## src/rtl/seven_seg_scanner.sv

```systemverilog
// Four-digit common-anode hex scanner; outputs are registered one cycle after scan state, and en=0 freezes all state and pins.
// Defining SEVEN_SEG_LZ_BLANK_EN blanks leading-zero digits 1..3; digit 0 always shows.
module seven_seg_scanner #(
  parameter int REFRESH_DIV  = 50000,
  parameter int GUARD_CYCLES = 2
) (
  input  logic        clk,
  input  logic        rst,
  input  logic        en,
  input  logic [15:0] value,
  input  logic [3:0]  dp_en,
  output logic [3:0]  an,
  output logic [6:0]  seg,
  output logic        dp
);

  localparam int CW = $clog2(REFRESH_DIV);
  localparam logic [CW-1:0] LAST  = CW'(REFRESH_DIV - 1);
  localparam logic [CW-1:0] GUARD = CW'(GUARD_CYCLES);

  logic [CW-1:0] div_cnt;
  logic [1:0]    digit;
  logic [15:0]   shadow_val;
  logic [3:0]    shadow_dp;

  logic [3:0]    nibble;
  logic [3:0]    an_nxt;
  logic [6:0]    seg_nxt;
  logic          dp_nxt;
`ifdef SEVEN_SEG_LZ_BLANK_EN
  logic [15:0]   upper;
`endif

  // Active-high {g,f,e,d,c,b,a}
  function automatic logic [6:0] hex7(input logic [3:0] h);
    case (h)
      4'h0: hex7 = 7'h3F;
      4'h1: hex7 = 7'h06;
      4'h2: hex7 = 7'h5B;
      4'h3: hex7 = 7'h4F;
      4'h4: hex7 = 7'h66;
      4'h5: hex7 = 7'h6D;
      4'h6: hex7 = 7'h7D;
      4'h7: hex7 = 7'h07;
      4'h8: hex7 = 7'h7F;
      4'h9: hex7 = 7'h6F;
      4'hA: hex7 = 7'h77;
      4'hB: hex7 = 7'h7C;
      4'hC: hex7 = 7'h39;
      4'hD: hex7 = 7'h5E;
      4'hE: hex7 = 7'h79;
      default: hex7 = 7'h71;
    endcase
  endfunction

  always_comb begin
    nibble  = shadow_val[{digit, 2'b00} +: 4];
    an_nxt  = 4'hF;
    seg_nxt = 7'h7F;
    dp_nxt  = 1'b1;
`ifdef SEVEN_SEG_LZ_BLANK_EN
    upper   = shadow_val >> {digit, 2'b00};
`endif
    // First GUARD cycles of each slot keep all anodes dark to hide ghosting
    if (div_cnt >= GUARD) begin
      an_nxt  = ~(4'b0001 << digit);
      seg_nxt = ~hex7(nibble);
      dp_nxt  = ~shadow_dp[digit];
`ifdef SEVEN_SEG_LZ_BLANK_EN
      if (digit != 2'd0 && upper == 16'h0000) seg_nxt = 7'h7F;
`endif
    end
  end

  always_ff @(posedge clk) begin
    if (rst) begin
      div_cnt    <= '0;
      digit      <= 2'd0;
      shadow_val <= 16'h0000;
      shadow_dp  <= 4'h0;
      an         <= 4'hF;
      seg        <= 7'h7F;
      dp         <= 1'b1;
    end else if (en) begin
      if (div_cnt == LAST) begin
        div_cnt <= '0;
        digit   <= digit + 2'd1;
      end else begin
        div_cnt <= div_cnt + 1'b1;
      end
      // Latch only at frame start so a frame never mixes two words
      if (digit == 2'd0 && div_cnt == '0) begin
        shadow_val <= value;
        shadow_dp  <= dp_en;
      end
      an  <= an_nxt;
      seg <= seg_nxt;
      dp  <= dp_nxt;
    end
  end

endmodule

```

## config.mk

```make
export PLATFORM = sky130hd
export DESIGN_NAME = seven_seg_scanner
export DESIGN_NICKNAME = d
export VERILOG_FILES = /design/src/rtl/seven_seg_scanner.sv
export SDC_FILE = /design/constraint.sdc
export NUM_CORES = 1
export LEC_CHECK = 0
export CAP_MARGIN = 20
export CORE_MARGIN = 8
export CORE_UTILIZATION = 54
export DETAILED_ROUTE_END_ITERATION = 8
export PLACE_DENSITY = 0.84
export SLEW_MARGIN = 0
export SYNTH_ARGS = -nofsm -noshare
export SYNTH_HDL_FRONTEND = slang
export SYNTH_SLANG_ARGS = --single-unit
```

## constraint.sdc

```tcl
create_clock -name clk -period 3.1 [get_ports clk]
set_clock_uncertainty 0.1 [all_clocks]
set_input_delay 0.465 -clock clk [delete_from_list [all_inputs] [get_ports clk]]
set_output_delay 0.465 -clock clk [all_outputs]
set_load 0.005 [all_outputs]
```

==> results.json, run 1 <==
{
  "rsz0062_at_grt": "no",
  "min_to": "shadow_dp[3]$_SDFFE_PP0P_",
  "antennaDiodeCount": 0,
  "area_growth_pct": 18.47,
  "dieArea_um2": 7045,
  "clock_sinks": 50,
  "fin_tns_setup_ns": 0,
  "drtAntennaViolNets": 0,
  "reg2reg_from": "digit[0]$_SDFFE_PP0P_",
  "fmax_mhz": 389.2,
  "cp_slowest_cell": "mux4_1",
  "grt_pass1_vias": 2011,
  "critical_path.cell_chain": "mux4_1 > ha_1 > mux2_4 > o21a_1 > o32a_1",
  "yosysMostFrequentCell": "dfxtp_1",
  "clockBufferDepth": 2,
  "peakVddDrop_uv": 256.2,
  "synth.yosys.seq_area_share_pct": 40.16,
  "avgViaCountPerCell": 5.795,
  "finalMaxSlewViolations": 0,
  "synth_nets": 325,
  "whs_ns": 0.3812,
  "status": "complete, no violations",
  "crit_required_ns": 3.20,
  "setup_ws_ns": 0.5305,
  "drt_iter0_markers": 127,
  "gp_congestion": 0.8040,
  "place_ws_ns": 0.5380,
  "die_w_um": 83.94,
  "die_h_um": 83.94,
  "worst_slew_pin_slew_ns": 0.8138,
  "p_leak_nw": 1.019,
  "ys_ff_latch": 50,
  "grt_max_degree": 26,
  "path_clk_slew_ns": 0.09,
  "htree_num_levels": 2,
  "synthFlopType": "dfxtp_1",
  "numCtsBuffers": 5,
  "crit_fanout": 10,
  "startpoint_type": "flip-flop",
  "end_kind": "flip-flop",
  "avgRoutedWirePerCell_um": 14.25,
  "pin_count": 35,
  "hold_path_class": "flip-flop to flip-flop",
  "start_util_pct": 56.46,
  "synth-async-reset-ratio_pct": 0,
  "nNetsFinal": 353,
  "row_count": 24,
  "setup_viol": 0,
  "netlist_top_cells_area": "dfxtp_1, a21oi_1, ha_1, o21ai_0, nand3_1",
  "cap_viol_max_count": 0,
  "worstSetupPathType": "flip-flop to flip-flop",
  "yosysWarningCount": 0,
  "powerDensity_nw_per_um2": 427.9,
  "yosysTopAreaCell": "dfxtp_1",
  "r2r_cells": 5,
  "timing.final.crit_share_pct": 82.89,
  "grt_pass1_wl_um": 9390,
  "syn_inst": 289,
  "port_buffers": 34,
  "avgSynthCellArea_um2": 8.624,
  "grt_usage_pct": 15.69,
  "r2r_slack_ns": 0.53,
  "wl_um": 5274,
  "r2r_end": "seg[0]$_SDFFE_PP1P_",
  "min_from": "shadow_dp[3]$_SDFFE_PP0P_",
  "relSlewSlack_pct": 45.75,
  "nFillCells": 365,
  "dpl.hpwl_um": 3716,
  "cts_tree": "done",
  "synth_top_area_share_pct": 40.16,
  "worstHoldPathCells": 2,
  "antenna_found_initial": 0,
  "root_buffer": "clkbuf_8",
  "drt_pre_antenna_iters": 4,
  "postCtsHoldBufs": 0,
  "synthesis.area_um2": 2492,
  "post_cts_buffers": 0,
  "drcViolationCount": 0,
  "vias": 2144,
  "synth_edf_count": 0,
  "cp.arrival_ns": 2.67,
  "yosys-top-cells-count": "dfxtp_1, a21oi_1, o21ai_0",
  "core_area_um2": 4414,
  "hold_viol": 0,
  "synth.distinct_cells": 38,
  "clk_latency_ns": 0.31,
  "post-route-min-period_ns": 2.569,
  "post_cts_resized": 0,
  "grt_overflow": 0,
  "drive_gt1_share_pct": 6.604,
  "slowest_delay_ns": 0.73
}
## power by group
part	total, mW	leakage, nW	switching (mW)	internal, mW
clock network	0.394	0.0472	0.214	0.180
registers	0.688	0.407	0.0176	0.671
logic	0.181	0.564	0.0897	0.0914
total	1.26	1.02	0.322	0.942
## layer usage
layer | track usage [%] | wire length, µm | part of all wire (%)
met1 | 20.05 | 2547 | 48
met2 | 24.35 | 2380 | 45
met3 | 4.199 | 246 | 4.7
met4 | 6.122 | 99 | 1.9
met5 | 0 | 0 | 0
## placed cells by master (no fill, tap or decap), types with 2 or more instances in the layout
master,netlist,routed
o21ai_1,2,2
nand2_1,13,13
or4_1,2,2
xnor2_1,7,7
nand3_1,25,25
inv_1,14,14
o31ai_1,2,2
xor2_1,2,2
nand4_1,5,5
and3_1,5,5
ha_1,13,13
o32a_1,6,6
a21oi_1,35,35
nor4_1,5,5
and4_1,2,2
mux4_2,4,4
clkbuf_8,0,6
clkdlybuf4s50_1,0,34
buf_4,0,6
nor2_1,20,20
mux2i_1,4,4
nor3_1,4,4
o21ai_0,30,30
or3_1,6,6
a211oi_1,3,3
dfxtp_1,50,50
## state kept, by name (all words and copies together), names as in the netlist
name and count:
shadow_val 16, seg 7, dp 1, shadow_dp 4
div_cnt 16, an 4, digit 2
## stage by stage
stage / power, mW / cell area, µm² / util (%) / instances
after global placement: 0.8784 / 2858 / 64.74 / 362
final: 1.264 / 2953 / 66.89 / 370
after global routing: 1.325 / 2953 / 66.89 / 370
after floorplan: 0.8135 / 2492 / - / 289
after CTS: 1.274 / 2953 / 66.89 / 370
after detailed placement: 0.8842 / 2858 / 64.74 / 362
## kinds of logic (layout without fill, tap and decap cells)
| family | after synthesis | after routing | synth area share [%] |
|---|---|---|---|
| simple gates | 93 | 93 | 19.08 |
| mux | 10 | 10 | 6.878 |
| xor+xnor | 9 | 9 | 3.163 |
| buf+inv | 33 | 62 | 5.522 |
| flops | 50 | 50 | 40.16 |
| fa+ha+maj | 13 | 13 | 6.526 |
| compound gates | 81 | 81 | 18.67 |
## how the worst max path moves through the flow
| stage | startpoint | endpoint |
|---|---|---|
| floorplan | digit[0]$_SDFFE_PP0P_ | seg[0]$_SDFFE_PP1P_ |
| global placement | digit[0]$_SDFFE_PP0P_ | seg[0]$_SDFFE_PP1P_ |
| detailed placement | digit[0]$_SDFFE_PP0P_ | seg[0]$_SDFFE_PP1P_ |
| CTS | digit[0]$_SDFFE_PP0P_ | seg[0]$_SDFFE_PP1P_ |
| global route | digit[0]$_SDFFE_PP0P_ | seg[0]$_SDFFE_PP1P_ |
| finish | digit[0]$_SDFFE_PP0P_ | seg[0]$_SDFFE_PP1P_ |
## area by class of cell
type / instances / area, µm² / share of cell area, %
clock buffer: 6 / 82.58 / 2.797
clock inverter: 2 / 12.51 / 0.4237
inverter: 14 / 52.55 / 1.780
multi-input combinational: 206 / 1354 / 45.85
sequential: 50 / 1001 / 33.90
tap: 52 / 65.06 / 2.203
timing repair buffer: 40 / 385.4 / 13.05
## critical path: cells and delay by family (launching register included)
family / cells / cell delay (ns)
AOI/OAI and AO/OA: 2 / 0.44
DFF: 1 / 0.62
adders and majority gates: 1 / 0.30
muxes: 2 / 1.01
Power figures use the tool's default switching activity.
==> run 2: changes to the inputs <==
--- a/config.mk
+++ b/config.mk
@@ -7,9 +7,9 @@
 export LEC_CHECK = 0
 export CAP_MARGIN = 20
 export CORE_MARGIN = 8
-export CORE_UTILIZATION = 54
+export CORE_UTILIZATION = 49
 export DETAILED_ROUTE_END_ITERATION = 8
-export PLACE_DENSITY = 0.84
+export PLACE_DENSITY = 0.81
 export SLEW_MARGIN = 0
 export SYNTH_ARGS = -nofsm -noshare
 export SYNTH_HDL_FRONTEND = slang
==> constraint.sdc (replaced) <==
create_clock -name clk -period 2.1 [get_ports clk]
set_clock_uncertainty 0.1 [all_clocks]
set_input_delay 0.315 -clock clk [delete_from_list [all_inputs] [get_ports clk]]
set_output_delay 0.315 -clock clk [all_outputs]
set_load 0.005 [all_outputs]
==> results.json, run 2 (synthesis results as in run 1) <==
{
  "numCtsBuffers": 5,
  "cpLargestDelayFamily": "multiplexers",
  "core_area_um2": 5010,
  "cp_slowest_cell": "mux4_2",
  "root_buffer": "clkbuf_8",
  "cap_viol_max_count": 0,
  "p_seq_share_pct": 50.3,
  "layout_common_cells": "dfxtp_1, a21oi_1, clkdlybuf4s50_1, o21ai_0, nand3_1",
  "p_leak_nw": 1.128,
  "clock_power_share_pct": 34.1,
  "intPower_mw": 1.509,
  "cp.arrival_ns": 2.18,
  "die_w_um": 87.32,
  "setup_viol": 0,
  "crit_fanout": 5,
  "drcViolationCount": 0,
  "path_buf_inv": 0,
  "grt_pass1_vias": 2114,
  "clock_sinks": 50,
  "post-route-min-period_ns": 2.073,
  "drtAntennaViolNets": 0,
  "grt_max_degree": 26,
  "drt_pre_antenna_iters": 4,
  "start_util_pct": 49.75,
  "worst_slew_pin_slew_ns": 0.3521,
  "powerDensity_nw_per_um2": 629.9,
  "postCtsHoldBufs": 0,
  "dieArea_um2": 7625,
  "antenna_found_initial": 0,
  "grt_usage_pct": 15.48,
  "hold_path_class": "flip-flop to flip-flop",
  "critical_path.cell_chain": "mux4_2 > ha_4 > mux2_4 > o21a_1 > o32a_1",
  "relSlewSlack_pct": 76.31,
  "fmax_mhz": 482.4,
  "grt_pass1_wl_um": 9618,
  "grt_overflow": 0,
  "fin_cells": 406,
  "port_buffers": 34,
  "dpl.hpwl_um": 3997,
  "nNetsFinal": 371,
  "wl_um": 5680,
  "pin_count": 35,
  "vias": 2253,
  "setup_ws_ns": 0.02701,
  "clk_latency_ns": 0.30,
  "area_growth_pct": 27.71,
  "rsz0062_at_grt": "yes",
  "biggestRegsByFlops": "div_cnt (16), shadow_val (16), seg (7)",
  "avgRoutedWirePerCell_um": 13.99,
  "drive_gt1_share_pct": 13.99,
  "drt_iter0_markers": 120,
  "place_inst": 396,
  "path_clk_slew_ns": 0.10,
  "p_total_mw": 2.005,
  "place_ws_ns": -0.09782,
  "row_count": 26,
  "end_kind": "flip-flop",
  "worstSetupPathType": "flip-flop to flip-flop",
  "crit_required_ns": 2.20,
  "timing.final.crit_share_pct": 98.71,
  "status": "complete, no violations",
  "die_h_um": 87.32,
  "clockBufferDepth": 2,
  "cts_tree": "done",
  "p_comb_share_pct": 15.6,
  "hold_viol": 0,
  "peakVddDrop_uv": 348.4,
  "gp_congestion": 0.8318,
  "final_common_cell": "dfxtp_1",
  "htree_num_levels": 2,
  "fin_tns_setup_ns": 0,
  "startpoint_type": "flip-flop",
  "antennaDiodeCount": 0,
  "slowest_delay_ns": 0.58,
  "avgViaCountPerCell": 5.549,
  "finalMaxSlewViolations": 0,
  "netSwitchingFraction_pct": 24.72,
  "switching_power_uw": 495.6
}
-- run 2: changes by cell type in the layout (fill, tap and decap cells not counted), moves of 2 or more --
cell,change
inv_2,+2
ha_1,-2
buf_4,+15
buf_12,+2
inv_1,-2
-- run 2: path summary, 6_finish.rpt --
check	start	to	slack [ns]	cells after the start
max reg2reg	digit[0]$_SDFFE_PP0P_	seg[0]$_SDFFE_PP1P_	0.03	5
min	shadow_val[15]$_SDFFE_PP0P_	shadow_val[15]$_SDFFE_PP0P_	0.38	2
min reg2reg	shadow_val[15]$_SDFFE_PP0P_	shadow_val[15]$_SDFFE_PP0P_	0.38	2
max	digit[0]$_SDFFE_PP0P_	seg[0]$_SDFFE_PP1P_	0.03	5
-- run 2: power groups by stage --
| stage | Sequential [mW] | Clock [mW] | Combinational [mW] |
|---|---|---|---|
| floorplan | 1.03 | 0 | 0.172 |
| global placement | 1.03 | 0 | 0.294 |
| detailed placement | 1.03 | 0 | 0.302 |
| CTS | 1.01 | 0.696 | 0.305 |
| global route | 1.01 | 0.730 | 0.347 |
| finish | 1.01 | 0.683 | 0.313 |
-- run 2: metrics by stage --
step	instance area, µm²	utilization (%)	hold slack, ns
3_3_place_gp	3035	60.59	0.3557
2_1_floorplan	2502	-	0.2841
3_5_place_dp	3035	60.59	0.3630
6_report	3183	63.54	0.3796
4_1_cts	3158	63.04	0.3820
5_1_grt	3183	63.54	0.4147
-- run 2: tightest hold or removal path, cell delays in order (launching register included) --
cell     delay [ns]
dfxtp_1        0.32
o21ai_0        0.06
a21oi_1        0.06
-- run 2: repair_timing --
| item | 4_1_cts | 5_1_grt |
|---|---|---|
| cloned | 0 | 0 |
| buffers inserted | 1 | 1 |
| setup endpoints to repair | 1 | 7 |
| gates resized for setup | 1 | 6 |
-- run 2: layer usage --
layer	up-vias	global-route usage [%]	wire length, µm
li1	1129	-	-
met3	8	3.208	234
met4	0	5.938	80
met5	-	0	0
met2	49	25.00	2736
met1	1067	19.58	2628
-- run 2: final cells by class --
type / count / area [µm²]
clock buffers: 5 / 68.82
clock inverters: 3 / 43.79
fillers: 418 / 1827
inverters: 14 / 52.55
multi-input cells: 206 / 1376
flip-flops and latches: 50 / 1005
well taps: 70 / 87.58
repair buffers: 58 / 549.3
